[src/rtl/mem_arb_pkg.sv]
// Shared types and constants for the memory port arbiter.
package mem_arb_pkg;

  localparam int CNT_W = 4;

  typedef enum logic [1:0] {IDLE, WAIT, DONE} state_e;
  typedef enum logic {OWN_IF, OWN_D} owner_e;

endpackage

[src/rtl/mem_arb_pick.sv]
// Winner selection between fetch and data requesters, with the starvation
// counter that forces a fetch grant after STARVE_LIMIT consecutive losses.
module mem_arb_pick import mem_arb_pkg::*; #(
  parameter int STARVE_LIMIT = 3
) (
  input  logic clk,
  input  logic rst,
  input  logic if_req,
  input  logic d_req,
  input  logic arb_en,
  output logic grant_if
);

  localparam logic [CNT_W-1:0] LIMIT = CNT_W'(STARVE_LIMIT);

  logic [CNT_W-1:0] starve_q;
  logic [CNT_W-1:0] starve_d;

  assign grant_if = if_req && (!d_req || (starve_q >= LIMIT));

  // Only arbitrations where fetch is actually asking move the counter.
  always_comb begin
    starve_d = starve_q;
    if (arb_en && if_req) begin
      if (grant_if) begin
        starve_d = '0;
      end else if (starve_q != '1) begin
        starve_d = starve_q + 1'b1;
      end
    end
  end

  always_ff @(posedge clk or negedge rst) begin
    if (!rst) begin
      starve_q <= '0;
    end else begin
      starve_q <= starve_d;
    end
  end

endmodule

[src/rtl/mem_port_arbiter.sv]
// Two-requester arbiter for the single-port main memory (fetch vs. data).
// Define MEM_ARB_PERF_CNT_EN to add grant and contention counters.
module mem_port_arbiter import mem_arb_pkg::*; #(
  parameter int ADDR_W       = 32,
  parameter int DATA_W       = 32,
  parameter int MEM_LATENCY  = 2,
  parameter int STARVE_LIMIT = 3
) (
  input  logic              clk,
  input  logic              rst,
  input  logic              if_req,
  input  logic [ADDR_W-1:0] if_addr,
  output logic              if_done,
  output logic [DATA_W-1:0] if_rdata,
  input  logic              d_req,
  input  logic              d_we,
  input  logic [ADDR_W-1:0] d_addr,
  input  logic [DATA_W-1:0] d_wdata,
  output logic              d_done,
  output logic [DATA_W-1:0] d_rdata,
  output logic              mem_en,
  output logic              mem_we,
  output logic [ADDR_W-1:0] mem_addr,
  output logic [DATA_W-1:0] mem_wdata,
  input  logic [DATA_W-1:0] mem_rdata,
  output logic              busy
`ifdef MEM_ARB_PERF_CNT_EN
  ,
  output logic [15:0]       if_grant_cnt,
  output logic [15:0]       d_grant_cnt,
  output logic [15:0]       contention_cnt
`endif
);

  if (MEM_LATENCY < 1 || MEM_LATENCY > 15) begin : g_bad_latency
    $error("mem_port_arbiter: MEM_LATENCY must be within 1..15");
  end
  if (STARVE_LIMIT < 1 || STARVE_LIMIT > 15) begin : g_bad_starve
    $error("mem_port_arbiter: STARVE_LIMIT must be within 1..15");
  end

  localparam logic [CNT_W-1:0] LAT = CNT_W'(MEM_LATENCY);

  state_e            state_q, state_d;
  owner_e            owner_q, owner_d;
  logic [CNT_W-1:0]  cnt_q, cnt_d;
  logic              mem_en_q, mem_en_d;
  logic              mem_we_q, mem_we_d;
  logic [ADDR_W-1:0] mem_addr_q, mem_addr_d;
  logic [DATA_W-1:0] mem_wdata_q, mem_wdata_d;
  logic [DATA_W-1:0] if_rdata_q, if_rdata_d;
  logic [DATA_W-1:0] d_rdata_q, d_rdata_d;
  logic              if_done_q, if_done_d;
  logic              d_done_q, d_done_d;
  logic              busy_q, busy_d;
  logic              grant_if;
  logic              arb_en;

  assign arb_en = (state_q == IDLE);

  mem_arb_pick #(
    .STARVE_LIMIT(STARVE_LIMIT)
  ) u_pick (
    .clk     (clk),
    .rst     (rst),
    .if_req  (if_req),
    .d_req   (d_req),
    .arb_en  (arb_en),
    .grant_if(grant_if)
  );

  // mem_rdata is valid MEM_LATENCY cycles after the mem_en cycle, which is
  // the WAIT cycle in which the latency counter has run down to zero.
  always_comb begin
    state_d     = state_q;
    owner_d     = owner_q;
    cnt_d       = cnt_q;
    mem_en_d    = 1'b0;
    mem_we_d    = mem_we_q;
    mem_addr_d  = mem_addr_q;
    mem_wdata_d = mem_wdata_q;
    if_rdata_d  = if_rdata_q;
    d_rdata_d   = d_rdata_q;
    if_done_d   = 1'b0;
    d_done_d    = 1'b0;
    case (state_q)
      IDLE: begin
        if (if_req || d_req) begin
          state_d  = WAIT;
          mem_en_d = 1'b1;
          cnt_d    = LAT;
          if (grant_if) begin
            owner_d     = OWN_IF;
            mem_we_d    = 1'b0;
            mem_addr_d  = if_addr;
            mem_wdata_d = '0;
          end else begin
            owner_d     = OWN_D;
            mem_we_d    = d_we;
            mem_addr_d  = d_addr;
            mem_wdata_d = d_wdata;
          end
        end
      end
      WAIT: begin
        if (cnt_q == '0) begin
          state_d = DONE;
          if (owner_q == OWN_IF) begin
            if_rdata_d = mem_rdata;
            if_done_d  = 1'b1;
          end else begin
            if (!mem_we_q) begin
              d_rdata_d = mem_rdata;
            end
            d_done_d = 1'b1;
          end
        end else begin
          cnt_d = cnt_q - 1'b1;
        end
      end
      DONE: begin
        state_d     = IDLE;
        mem_we_d    = 1'b0;
        mem_addr_d  = '0;
        mem_wdata_d = '0;
      end
      default: begin
        state_d = IDLE;
      end
    endcase
    busy_d = (state_d != IDLE);
  end

  always_ff @(posedge clk or negedge rst) begin
    if (!rst) begin
      state_q     <= IDLE;
      owner_q     <= OWN_IF;
      cnt_q       <= '0;
      mem_en_q    <= 1'b0;
      mem_we_q    <= 1'b0;
      mem_addr_q  <= '0;
      mem_wdata_q <= '0;
      if_rdata_q  <= '0;
      d_rdata_q   <= '0;
      if_done_q   <= 1'b0;
      d_done_q    <= 1'b0;
      busy_q      <= 1'b0;
    end else begin
      state_q     <= state_d;
      owner_q     <= owner_d;
      cnt_q       <= cnt_d;
      mem_en_q    <= mem_en_d;
      mem_we_q    <= mem_we_d;
      mem_addr_q  <= mem_addr_d;
      mem_wdata_q <= mem_wdata_d;
      if_rdata_q  <= if_rdata_d;
      d_rdata_q   <= d_rdata_d;
      if_done_q   <= if_done_d;
      d_done_q    <= d_done_d;
      busy_q      <= busy_d;
    end
  end

  assign if_done   = if_done_q;
  assign if_rdata  = if_rdata_q;
  assign d_done    = d_done_q;
  assign d_rdata   = d_rdata_q;
  assign mem_en    = mem_en_q;
  assign mem_we    = mem_we_q;
  assign mem_addr  = mem_addr_q;
  assign mem_wdata = mem_wdata_q;
  assign busy      = busy_q;

`ifdef MEM_ARB_PERF_CNT_EN
  logic [15:0] if_grant_cnt_q, if_grant_cnt_d;
  logic [15:0] d_grant_cnt_q, d_grant_cnt_d;
  logic [15:0] contention_cnt_q, contention_cnt_d;

  // Every IDLE cycle with a request is a grant; counters wrap freely.
  always_comb begin
    if_grant_cnt_d   = if_grant_cnt_q;
    d_grant_cnt_d    = d_grant_cnt_q;
    contention_cnt_d = contention_cnt_q;
    if (arb_en && (if_req || d_req)) begin
      if (grant_if) begin
        if_grant_cnt_d = if_grant_cnt_q + 16'd1;
      end else begin
        d_grant_cnt_d = d_grant_cnt_q + 16'd1;
      end
    end
    if (arb_en && if_req && d_req) begin
      contention_cnt_d = contention_cnt_q + 16'd1;
    end
  end

  always_ff @(posedge clk or negedge rst) begin
    if (!rst) begin
      if_grant_cnt_q   <= '0;
      d_grant_cnt_q    <= '0;
      contention_cnt_q <= '0;
    end else begin
      if_grant_cnt_q   <= if_grant_cnt_d;
      d_grant_cnt_q    <= d_grant_cnt_d;
      contention_cnt_q <= contention_cnt_d;
    end
  end

  assign if_grant_cnt   = if_grant_cnt_q;
  assign d_grant_cnt    = d_grant_cnt_q;
  assign contention_cnt = contention_cnt_q;
`endif

endmodule

[config.mk]
export PLATFORM = sky130hd
export DESIGN_NAME = mem_port_arbiter
export DESIGN_NICKNAME = d
export VERILOG_FILES = /design/src/rtl/mem_arb_pkg.sv /design/src/rtl/mem_arb_pick.sv /design/src/rtl/mem_port_arbiter.sv
export SDC_FILE = /design/constraint.sdc
export NUM_CORES = 1
export LEC_CHECK = 0
export CORE_MARGIN = 3
export CORE_UTILIZATION = 45
export CTS_CLUSTER_DIAMETER = 30
export CTS_CLUSTER_SIZE = 16
export DETAILED_ROUTE_END_ITERATION = 16
export GPL_TIMING_DRIVEN = 0
export PLACE_DENSITY = 0.91
export SLEW_MARGIN = 20
export SYNTH_ARGS = -nofsm -noshare
export SYNTH_HDL_FRONTEND = slang
export SYNTH_HIERARCHICAL = 1
export SYNTH_SLANG_ARGS = --single-unit
[constraint.sdc]
create_clock -name clk -period 7.05 [get_ports clk]
set_input_delay 1.41 -clock clk [delete_from_list [all_inputs] [get_ports clk]]
set_output_delay 1.41 -clock clk [all_outputs]
set_load 0.01 [all_outputs]
# After elaboration in Yosys (flattened, before gate mapping)
# Cells that the tools add are included.
# W data, S select, Z words.
[op_classes] add_sub_neg=2 order_cmp=1 eq_ne=5 mux=26 n_bitwise=2 reduce_logical=17
[ops] op="$mux W32" n=4
[ops] op="$pmux W32 S2" n=2
[ops] op="$mux W4" n=4
[ops] op="$mux W1" n=11
[ops] op="$pmux W4 S2" n=1
[ops] op="$reduce_bool A2 Y1" n=4
[ops] op="$reduce_and A2 Y1" n=3
[ops] op="$reduce_and A3 Y1" n=2
[ops] op="$add A4 B1 Y4 const B" n=1
[ops] op="$ge A4 B2 Y1 const B" n=1
[ops] op="$logic_not A4 Y1" n=1
[ops] op="$mux W2" n=2
[ops] op="$ne A2 B2 Y1 const B" n=2
[ops] op="$ne A4 B4 Y1 const B" n=1
[ops] op="$pmux W2 S2" n=1
[ops] op="$reduce_and A4 Y1" n=1
[ops] op="$sub A4 B1 Y4 const B" n=1
[ops] op="$eq A2 B1 Y1 const B" n=1
[ops] op="$eq A2 B2 Y1 const B" n=1
[ops] op="$logic_and A1 B1 Y1" n=2
[ops] op="$logic_not A2 Y1" n=1
[ops] op="$logic_or A1 B1 Y1" n=2
[ops] op="$not A1 Y1" n=2
[ops] op="$pmux W1 S2" n=1
[ops] op="$logic_not A1 Y1" n=1
[totals] reg_bits=144 inputBits=133 out_inout_bits=133 word_cells=66

# Depth between registers and ports, before layout
[depth] depth_word=6 depth_mapped=8 mapped_depth_nobuf=5

# Cells and area by module
# The synthesis kept the hierarchy.
[by_module_without_submodules] mod="mem_port_arbiter" instances=1 cells_each=403 area_per_inst_um2=5763.0 seq_area_each_um2=3503.4
[by_module_without_submodules] mod="mem_arb_pick" instances=1 cells_each=14 area_per_inst_um2=200.2 seq_area_each_um2=100.1

# Worst setup path after synthesis
# OpenSTA, ideal clock, no wires.
[synth_path] path_type="in2reg" startpoint="input port d_req" endpoint="register mem_wdata_q[14], in the netlist mem_wdata[14]" setup_time_ns=0.066 arrival_ns=2.982 t_required_ns=6.984 setup_slack_ns=4.001 cell_stages=6 path_buffers=2 cell_sequence="nor4b_4 nor2b_1 clkbuf_1 nor4_1 clkbuf_1 a22o_1"
[synth_via] elab_chain_cells=6 word_cells_on_any_way=9 classes_between="eq/ne (1); mux (3); reduce/logical (5)"
[synth_rtl] element="start, declared" line="mem_port_arbiter.sv:15" text="input logic d_req,"
[synth_rtl] element="$logic_not A1 Y1" line="mem_arb_pick.sv:19" text="assign grant_if = if_req && (!d_req || (starve_q >= LIMIT));"
[synth_rtl] element="$logic_or A1 B1 Y1" line="mem_arb_pick.sv:19"
[synth_rtl] element="$logic_and A1 B1 Y1" line="mem_arb_pick.sv:19"
[synth_rtl] element="named net grant_if" line="mem_port_arbiter.sv:56" text="logic grant_if;"
[synth_rtl] element="$mux W32" line="mem_port_arbiter.sv:92" text="if (grant_if) begin"
[synth_rtl] element="$mux W32" line="mem_port_arbiter.sv:88" text="if (if_req || d_req) begin"
[synth_rtl] element="$pmux W32 S2" line="mem_port_arbiter.sv:86" text="case (state_q)"
[synth_rtl] element="end signal, assigned" line="mem_port_arbiter.sv:155" text="mem_wdata_q <= mem_wdata_d;"
[synth_rtl] element="end, declared" line="mem_port_arbiter.sv:50" text="logic [DATA_W-1:0] mem_wdata_q, mem_wdata_d;"
# The timed path passes the listed nets, and every way through them passes these cells. The select of a mux whose other input is x is not followed.
# A chain may end at the register's enable or synchronous reset.

# Final worst setup path
[layout_path] startpoint="input port d_req" endpoint="register mem_wdata_q[1], in the netlist mem_wdata[1]"
# The elaborated chain is that of the path after synthesis.

==> impl_metrics.csv <==
group,metric,value,unit
yosys,synth_edf_count,0,
worst_setup_path,path_class,"input pin to flop",
yosys,synth_common_cells,"dfrtp_1 (144), mux2_2 (36), a21oi_1 (33), a22o_1 (33)",
clock_network,cts_setup_buffers,0,
routing,routedWlPerCell,18.76,um
grt,grt_antenna_before_repair,0,
die,core-area,12770,um2
power_and_ir_drop,power_switching,1.367,mW
yosys,synth.top_cells.by_area,"dfrtp_1 (60%), mux2_4 (7.3%), mux2_2 (6.8%)",
routing,drt_iter0_drc,340,
grt,grt_pass1_wl,26490,um
clock_network,clk_latency,400,ps
power_and_ir_drop,seqPwrFrac,0.337,
power_and_ir_drop,p_leak,4.067,nW
clock_network,postCtsResizedCells,0,
sta,worst_slew_pin_slew,1012,ps
yosys,synth_most_common_cell,"dfrtp_1",
power_and_ir_drop,vdd_drop_max,0.1803,mV
grt,track_usage,0.2306,
die,io_pins,266,
clock_network,clkTransAtPathRegs,60,ps
power_and_ir_drop,switching_share,0.3155,
worst_setup_path,cp_max_fo,10,
power_and_ir_drop,p_int,2.967,mW
worst_setup_path,arrival,4090,ps
routing,vias,4688,
sta,hold_slack,502.8,ps
worst_setup_path,worst_ep_required_time,7380,ps
sta,clock_skew,6.939,ps
yosys,synth_area,5963,um2
placed_design,gp_congestion,0.7877,
power_and_ir_drop,power_density,456.4,nW/um2
finish,multi_input_area,2160,um2
worst_setup_path,slowest_delay,920,ps
clock_network,cts_buffers,17,
worst_setup_path,path_cells,"clkdlybuf4s50_1 > nor4b_4 > nor2b_1 > clkbuf_1 > nor4_1 > clkbuf_1 > a22o_1",
clock_network,cts_tree,"done",
outcome,status,"complete, no violations",
clock_network,clockBufferDepth,2,
routing,antenna_left,0,
yosys,yosys.area.top_type,"dfrtp_1",
finish,synthToLayoutAreaGrowth,59.25,%
sta,setup_viol,0,
sta,maxSlewViolCount,0,
finish,drive_gt1_frac,0.1524,
power_and_ir_drop,comb_power_share,0.443,
worst_setup_path,cp-end-kind,"flop",
yosys,synth_top_area_frac,0.6043,
routing,via_per_inst,5.285,
min_path,hp-class,"flop to flop",
die,die_w,121.1,um
sta,hold_violations,0,
power_and_ir_drop,p_clk_frac,0.220,
sta,maxSlewHeadroom,0.3191,
placed_design,port-buffer-count,265,
die,rows,41,
sta,fmax,266.4,MHz
clock_network,clock_sinks,144,
die,initial_core_util,0.4668,
clock_network,cts_root_buf,"clkbuf_16",
die,die_y,121.1,um
routing,post-route-drc-count,0,
yosys,ys_ff_latch,144,
sta,period_share,0.5324,
worst_setup_path,crit_slowest_cell,"nor4_1",
grt,grt_pass1_vias,5007,
yosys,syn_area_per_cell,14.30,um2
yosys,netlist-cell-type-count,41,
clock_network,cts_hold_buf,0,
yosys,yosysWarnings,6,
run,maxCapViolations,0,
finish,fin_nets,838,
placed_design,dp.cells,855,
die,die_area,14670,um2
sta,rsz0062_at_grt,"false",
sta,period_needed,3754,ps
yosys,syn_nets,553,
grt,grt-ovfl-total,0,
worst_setup_path,worst_setup_path_start_kind,"input pin",
routing,firstDrtPassIters,6,
finish,antenna_cells,0,
worst_setup_path,crit_top_cell,"clkbuf_1",
finish,seq_area,3603,um2
yosys,postSynth.asyncResetShare,1.000,
placed_design,dp_hpwl,12280,um
grt,grt_max_degree,80,
finish,nFillCells,780,
finish,final_cells,887,
yosys,netlist_instances,417,
yosys,synth-main-ff-cell,"dfrtp_1",
yosys,ys_seq_area_frac,0.6043,
routing,totalWireLength,16640,um
clock_network,cts.htree.levels,4,
## worst max-delay path: cells and delay by family
kind	cells	cell delay (ps)
and+or+nand+nor	3	1240
buffers and inverters	3	1200
AOI/OAI and AO/OA	1	210
## placed cells by master (no fill, tap or decap), types with 4 or more instances in the layout
master and n:
a211oi_1 32, a21boi_0 4, a21oi_1 33, a22o_1 33, bufinv_16 4, clkbuf_1 28, clkbuf_16 17, clkdlybuf4s50_1 264
dfrtp_1 144, inv_1 4, mux2_2 36, mux2_4 29, mux2i_1 32
## metrics by stage
| step | power, mW | setup TNS [ps] | utilization | instance area (um2) | setup WS (ps) |
|---|---|---|---|---|---|
| floorplan | 2.328 | 0 | - | 5963 | 4001 |
| global placement | 3.306 | -124330 | 0.6914 | 8831 | -872.5 |
| detailed placement | 3.384 | 0 | 0.6939 | 8864 | 2876 |
| CTS | 4.374 | 0 | 0.7435 | 9497 | 3281 |
| global route | 4.569 | 0 | 0.7435 | 9497 | 3053 |
| finish | 4.334 | 0 | 0.7435 | 9497 | 3296 |
## power by group through the flow
| stage | Clock [mW] | Sequential, mW | Combinational [mW] |
|---|---|---|---|
| floorplan | 0 | 1.61 | 0.722 |
| global placement | 0 | 1.44 | 1.87 |
| detailed placement | 0 | 1.46 | 1.92 |
| CTS | 0.973 | 1.46 | 1.94 |
| global route | 1.01 | 1.50 | 2.05 |
| finish | 0.955 | 1.46 | 1.92 |
## state kept, by name, summed over array words and instances (netlist names)
name / count
owner_q: 1
if_done: 1
mem_en: 1
d_rdata: 32
d_done: 1
cnt_q: 4
u_pick/starve_q: 4
mem_wdata: 32
busy: 1
if_rdata: 32
state_q: 2
mem_we: 1
mem_addr: 32
## cell type report
cell class / count / share of cell area
tap: 172 / 0.02266
buffer: 33 / 0.01910
sequential: 144 / 0.3794
multi-input combinational: 235 / 0.2274
timing repair buffer: 266 / 0.2827
clock inverter: 15 / 0.02187
inverter: 5 / 0.001976
clock buffer: 17 / 0.04480
## cells by family (layout without fill, tap and decap cells)
logic type,after synthesis,after routing,share of synthesized area
muxes,97,97,0.1947
AOI/OAI and AO/OA,112,112,0.1347
and+or+nand+nor,23,23,0.02644
DFF,144,144,0.6043
adders and majority gates,3,3,0.006295
buffers and inverters,38,336,0.03357
## metal layers
| layer | GRT usage | vias up | routed length (um) |
|---|---|---|---|
| met1 | 0.2821 | 2331 | 6575 |
| met5 | 0 | - | 0 |
| met2 | 0.3960 | 217 | 8474 |
| met4 | 0.07790 | 0 | 291 |
| li1 | - | 2117 | - |
| met3 | 0.06107 | 23 | 1301 |
## final timing paths
check,start,endpoint,slack [ps],cells past startpoint
setup / recovery,d_req,mem_wdata[1],3300,7
hold / removal,d_rdata[15],d_rdata[15],500,1
setup reg to reg,u_pick/starve_q[0],mem_wdata[1],4160,7
hold reg to reg,d_rdata[15],d_rdata[15],500,1
max in group asynchronous,rst,d_rdata[20],5360,2
min in group asynchronous,rst,mem_addr[6],940,1
Note: power is estimated with default switching activity, not from simulation.
